File: config.mk
export PLATFORM = sky130hd
export DESIGN_NAME = freelist
export DESIGN_NICKNAME = d
export VERILOG_FILES = /design/src/rtl/freelist.sv
export SDC_FILE = /design/constraint.sdc
export NUM_CORES = 1
export LEC_CHECK = 0
export ABC_AREA = 1
export BUFFER_PORTS_ARGS = -buffer_cell sky130_fd_sc_hd__buf_2
export CAP_MARGIN = 10
export CORE_MARGIN = 2
export CORE_UTILIZATION = 45
export CTS_CLUSTER_SIZE = 30
export DETAILED_ROUTE_END_ITERATION = 10
export HOLD_SLACK_MARGIN = 0.06
export PLACE_DENSITY = 0.64
export SYNTH_ARGS = -nofsm -noshare
export SYNTH_HDL_FRONTEND = slang
export SYNTH_SLANG_ARGS = --single-unit
File: constraint.sdc
create_clock -name clock -period 51.7 [get_ports clock]
set_clock_uncertainty 0.05 [all_clocks]
set_input_delay 2.585 -clock clock [delete_from_list [all_inputs] [get_ports clock]]
set_output_delay 2.585 -clock clock [all_outputs]
set_load 0.01 [all_outputs]
File: src/rtl/freelist.sv
// Physical-register free list: one-bit-per-register free bitmap with same-cycle
// rank-ordered grants, retire-time reclaim and single-cycle recovery rebuild.
`ifndef N
`define N 3
`endif
`ifndef PHYS_REG_SZ_R10K
`define PHYS_REG_SZ_R10K 64
`endif
`ifndef ARCH_REG_SZ
`define ARCH_REG_SZ 32
`endif

module freelist #(
    parameter int unsigned N           = `N,
    parameter int unsigned PHYS_REG_SZ = `PHYS_REG_SZ_R10K,
    parameter int unsigned ARCH_REG_SZ = `ARCH_REG_SZ,
    parameter int unsigned PHYS_TAG    = $clog2(PHYS_REG_SZ + 1),
    parameter int unsigned CNT_W       = $clog2(PHYS_REG_SZ + 1)
) (
    input  logic                                clock,
    input  logic                                reset,
    input  logic [N-1:0]                        free_alloc_valid,
    output logic [N-1:0][PHYS_REG_SZ-1:0]       granted_regs,
    output logic [CNT_W-1:0]                    free_slots,
    input  logic [N-1:0]                        free_valid,
    input  logic [N-1:0][PHYS_TAG-1:0]          free_tag,
    input  logic                                recover_valid,
    input  logic [PHYS_REG_SZ-1:0]              recover_in_use,
    output logic                                alloc_overflow
);

    localparam int unsigned FREE_AT_RESET = PHYS_REG_SZ - ARCH_REG_SZ;

    logic [PHYS_REG_SZ-1:0] free_map;
    logic [PHYS_REG_SZ-1:0] free_map_nxt;
    logic [PHYS_REG_SZ-1:0] granted_any;
    logic [CNT_W-1:0]       rank [PHYS_REG_SZ];
    logic                   short_c;
    logic [CNT_W-1:0]       count_nxt;

    // Rank of each free register among free registers (0 = lowest index).
    always_comb begin
        logic [CNT_W-1:0] cnt;
        cnt = '0;
        for (int j = 0; j < int'(PHYS_REG_SZ); j++) begin
            rank[j] = cnt;
            if (free_map[j] && j != 0) cnt = cnt + CNT_W'(1);
        end
    end

    // Slot i takes the free register whose rank equals the number of lower requesters.
    always_comb begin
        logic [CNT_W-1:0] req_rank;
        req_rank     = '0;
        granted_regs = '0;
        granted_any  = '0;
        short_c      = 1'b0;
        for (int i = 0; i < int'(N); i++) begin
            if (free_alloc_valid[i]) begin
                for (int j = 1; j < int'(PHYS_REG_SZ); j++) begin
                    if (free_map[j] && rank[j] == req_rank) granted_regs[i][j] = 1'b1;
                end
                if (granted_regs[i] == '0) short_c = 1'b1;
                granted_any = granted_any | granted_regs[i];
                req_rank    = req_rank + CNT_W'(1);
            end
        end
    end

    // Next bitmap: recovery rebuild, otherwise consume grants then reclaim frees.
    always_comb begin
        free_map_nxt = free_map & ~granted_any;
        for (int i = 0; i < int'(N); i++) begin
            for (int j = 1; j < int'(PHYS_REG_SZ); j++) begin
                if (free_valid[i] && free_tag[i] == PHYS_TAG'(j)) free_map_nxt[j] = 1'b1;
            end
        end
        if (recover_valid) begin
            free_map_nxt    = ~recover_in_use;
            free_map_nxt[0] = 1'b0;
        end
    end

    always_comb begin
        count_nxt = '0;
        for (int j = 0; j < int'(PHYS_REG_SZ); j++) begin
            count_nxt = count_nxt + CNT_W'(free_map_nxt[j]);
        end
    end

    always_ff @(posedge clock or posedge reset) begin
        if (reset) begin
            free_map       <= {{FREE_AT_RESET{1'b1}}, {ARCH_REG_SZ{1'b0}}};
            free_slots     <= CNT_W'(FREE_AT_RESET);
            alloc_overflow <= 1'b0;
        end else begin
            free_map   <= free_map_nxt;
            free_slots <= count_nxt;
            if (short_c && !recover_valid) alloc_overflow <= 1'b1;
        end
    end

endmodule
==> flow_summary.yaml <==
status:
  status: "completed"
synth:
  post_synth_xor_area_fraction_pct: 3.90
  ys_seq_elements: 72
  ys.flop_type: "dfrtp_1"
  yosysWarningCount: 0
  synth_compound_area_share_pct: 8.23
  synth_top_family_by_area: "simple AND/OR/NAND/NOR gates"
  synth_edf_count: 0
  ys_types: 72
  yosys.area_share.simple_pct: 54.2
  synth_fa_ha_area_share_pct: 11.1
  yosysTopAreaCell: "nand2_1"
  yosys-top-cells-area: "nand2_1 12%, inv_1 12%, nand3_1 7.7%"
  synthArstFlopShare_pct: 100
  yosysSeqAreaShare_pct: 7.26
  syn_inst: 4204
  synthMuxAreaShare_pct: 0
  syn-cell-area_sq_um: 25400
  synth_top_area_share_pct: 12.3
  synth_area_per_cell_sq_um: 6.04
sta:
  finalHoldViolCount: 0
  slew_headroom_pct: 35.5
  min_period_ns: 37.35
  post-route-period-util_pct: 72.2
  clock.fmax_mhz: 26.8
  tns_ns: 0
  timing.final.ws_setup_ns: 14.35
  rsz0062_at_grt: "no"
  slew_viol_final: 0
  tightest_slew_ns: 0.968
  setup_viol: 0
global_routing:
  overflow: 0
  grt_pass1_wl_mm: 139
  antenna_found_initial: 20
  first_global_vias: 25900
  grtUsageTotal_pct: 29.6
  grt_max_degree: 73
cells_and_area:
  fin_nets: 4722
  final_common_cell: "nand2_1"
  layout_common_cells: "830 x nand2_1, 801 x inv_1, 449 x nor2_1"
  multi_input_area_sq_um: 19700
  regArea_sq_um: 1840
  drive_gt1_share_pct: 21.3
  stdcell_area_sq_um: 27600
  n_fill_cell: 6135
  syn_to_final_growth_pct: 8.50
critical_path:
  max_stage_delay_ns: 0.58
  r2r_start: "free_map[1]$_DFF_PP0_"
  cp_max_fo: 8
  crit_required_ns: 51.93
  path_class: "reg2reg"
  cp.arrival_ns: 37.58
  rr_worst_depth: 213
  critPathLaunchType: "flop"
  regToRegSetupSlack_ns: 14.35
  end_kind: "flop"
  rr_endpoint: "free_slots[5]$_DFF_PP1_"
  critPathMostFrequentCell: "nand2_1"
  endpoint: "free_slots[5]$_DFF_PP1_"
  crit_start: "free_map[1]$_DFF_PP0_"
  cp_slowest_cell: "fa_1"
clocking:
  postCtsResizedCells: 0
  clockBufferDepth: 2
  clkTransAtPathRegs_ns: 0.06
  clock_sinks: 72
  root_buffer: "clkbuf_16"
  cts_tree: "built"
  post_cts_buffers: 0
  ctsHoldBuffers: 0
  insertion_delay_ns: 0.36
  htreeDepth: 3
  cts_buffers: 9
drt:
  drc: 0
  via_count: 27600
  detail-route-antenna-nets: 0
  dr.pass1.iters: 6
  viasPerCell: 5.29
  postRouteWirelength_mm: 89.3
  avgRoutedWirePerCell_um: 17.1
  dr.first_iter.drc_count: 2164
flow_run:
  cap_viol_max_count: 0
floorplan:
  design.core.area_sq_um: 56100
  die_y_um: 242
  start_util_pct: 45.3
  rows: 87
  die_w_um: 242
  dieArea_sq_um: 58400
  ios: 294
place:
  port_buffers: 289
  dp_slack_ns: 14.61
  hpwl_mm: 75.0
  dpl_cell_area_sq_um: 27200
  place.gp.congestion: 1.05
hold_path:
  hp-class: "reg2reg"
[cell usage after synthesis, types with 10 or more instances]
| cell | number |
|---|---|
| nand2_1 | 830 |
| inv_1 | 805 |
| nor2_1 | 449 |
| nand3_1 | 390 |
| nand2_2 | 213 |
| nand4_1 | 163 |
| ha_1 | 138 |
| nand3_2 | 136 |
| nand2_4 | 135 |
| xor2_1 | 111 |
| a21oi_1 | 85 |
| nor4_1 | 80 |
| nor3_1 | 62 |
| o21ai_0 | 58 |
| fa_1 | 55 |
| clkbuf_1 | 40 |
| dfrtp_1 | 39 |
| inv_2 | 36 |
| dfstp_2 | 33 |
| nor2_2 | 29 |
| o21a_1 | 27 |
| a2111oi_0 | 23 |
| nand3b_1 | 22 |
| a221oi_1 | 20 |
| a22oi_1 | 19 |
| o22ai_1 | 19 |
| o2111ai_1 | 15 |
| or4_1 | 15 |
| buf_1 | 14 |
| clkbuf_8 | 13 |
| nor2_4 | 10 |
[layer usage]
| layer | global-route usage (%) | part of all wire, % |
|---|---|---|
| met1 | 39.1 | 44 |
| met3 | 4.03 | 6.8 |
| met5 | 0 | 0.067 |
| met2 | 48.9 | 45 |
| met4 | 11.3 | 4.0 |
[logic make-up (layout without fill, tap and decap cells)]
kind of cell,Yosys count,count (layout)
buf+inv,936,1170
other cells,1,22
flops,72,72
xor+xnor,113,113
compound gates,315,315
simple gates,2574,2574
fa+ha+maj,193,193
[state kept, by name, indices dropped and copies added, names as in the netlist]
signal,count
alloc_overflow,1
free_slots,7
free_map,64
[final cells by class]
| class | count | share of cell area, % |
|---|---|---|
| diodes | 19 | 0.172 |
| well taps | 756 | 3.43 |
| multi-input cells | 3198 | 71.5 |
| inverters | 852 | 11.6 |
| clock inverters | 1 | 0.0182 |
| clock buffers | 15 | 0.971 |
| flip-flops and latches | 72 | 6.69 |
| repair buffers | 302 | 5.62 |
[worst min-delay path by stage]
stage / from / to / slack, ns / cells after the start
3_5_place_dp: alloc_overflow$_DFFE_PP0P_ / alloc_overflow$_DFFE_PP0P_ / 0.40 / 2
4_1_cts: alloc_overflow$_DFFE_PP0P_ / alloc_overflow$_DFFE_PP0P_ / 0.42 / 2
5_1_grt: alloc_overflow$_DFFE_PP0P_ / alloc_overflow$_DFFE_PP0P_ / 0.46 / 2
2_1_floorplan: free_map[0]$_DFF_PP0_ / free_map[0]$_DFF_PP0_ / 0.43 / 2
6_report: alloc_overflow$_DFFE_PP0P_ / alloc_overflow$_DFFE_PP0P_ / 0.41 / 2
3_3_place_gp: alloc_overflow$_DFFE_PP0P_ / alloc_overflow$_DFFE_PP0P_ / 0.40 / 2
[critical path: cells and delay by family (launching register included)]
| kind | cells | cell delay [ns] |
|---|---|---|
| compound gates | 9 | 1.95 |
| xor+xnor | 2 | 0.33 |
| fa+ha+maj | 68 | 21.14 |
| buf+inv | 14 | 1.06 |
| flops | 1 | 0.54 |
| simple gates | 120 | 12.14 |
[stage by stage]
step                utilization, %  cells  hold WS [ns]
finish                        49.2   5215         0.412
global route                  49.1   5210         0.456
CTS                           49.1   5196         0.418
detailed placement            48.6   5180         0.397
global placement              48.6   5180         0.401
floorplan                        -   4206         0.431
Power is left out: the tool's default activity adds up to more than one toggle a clock period on the data nets, which glitch-free logic cannot reach.
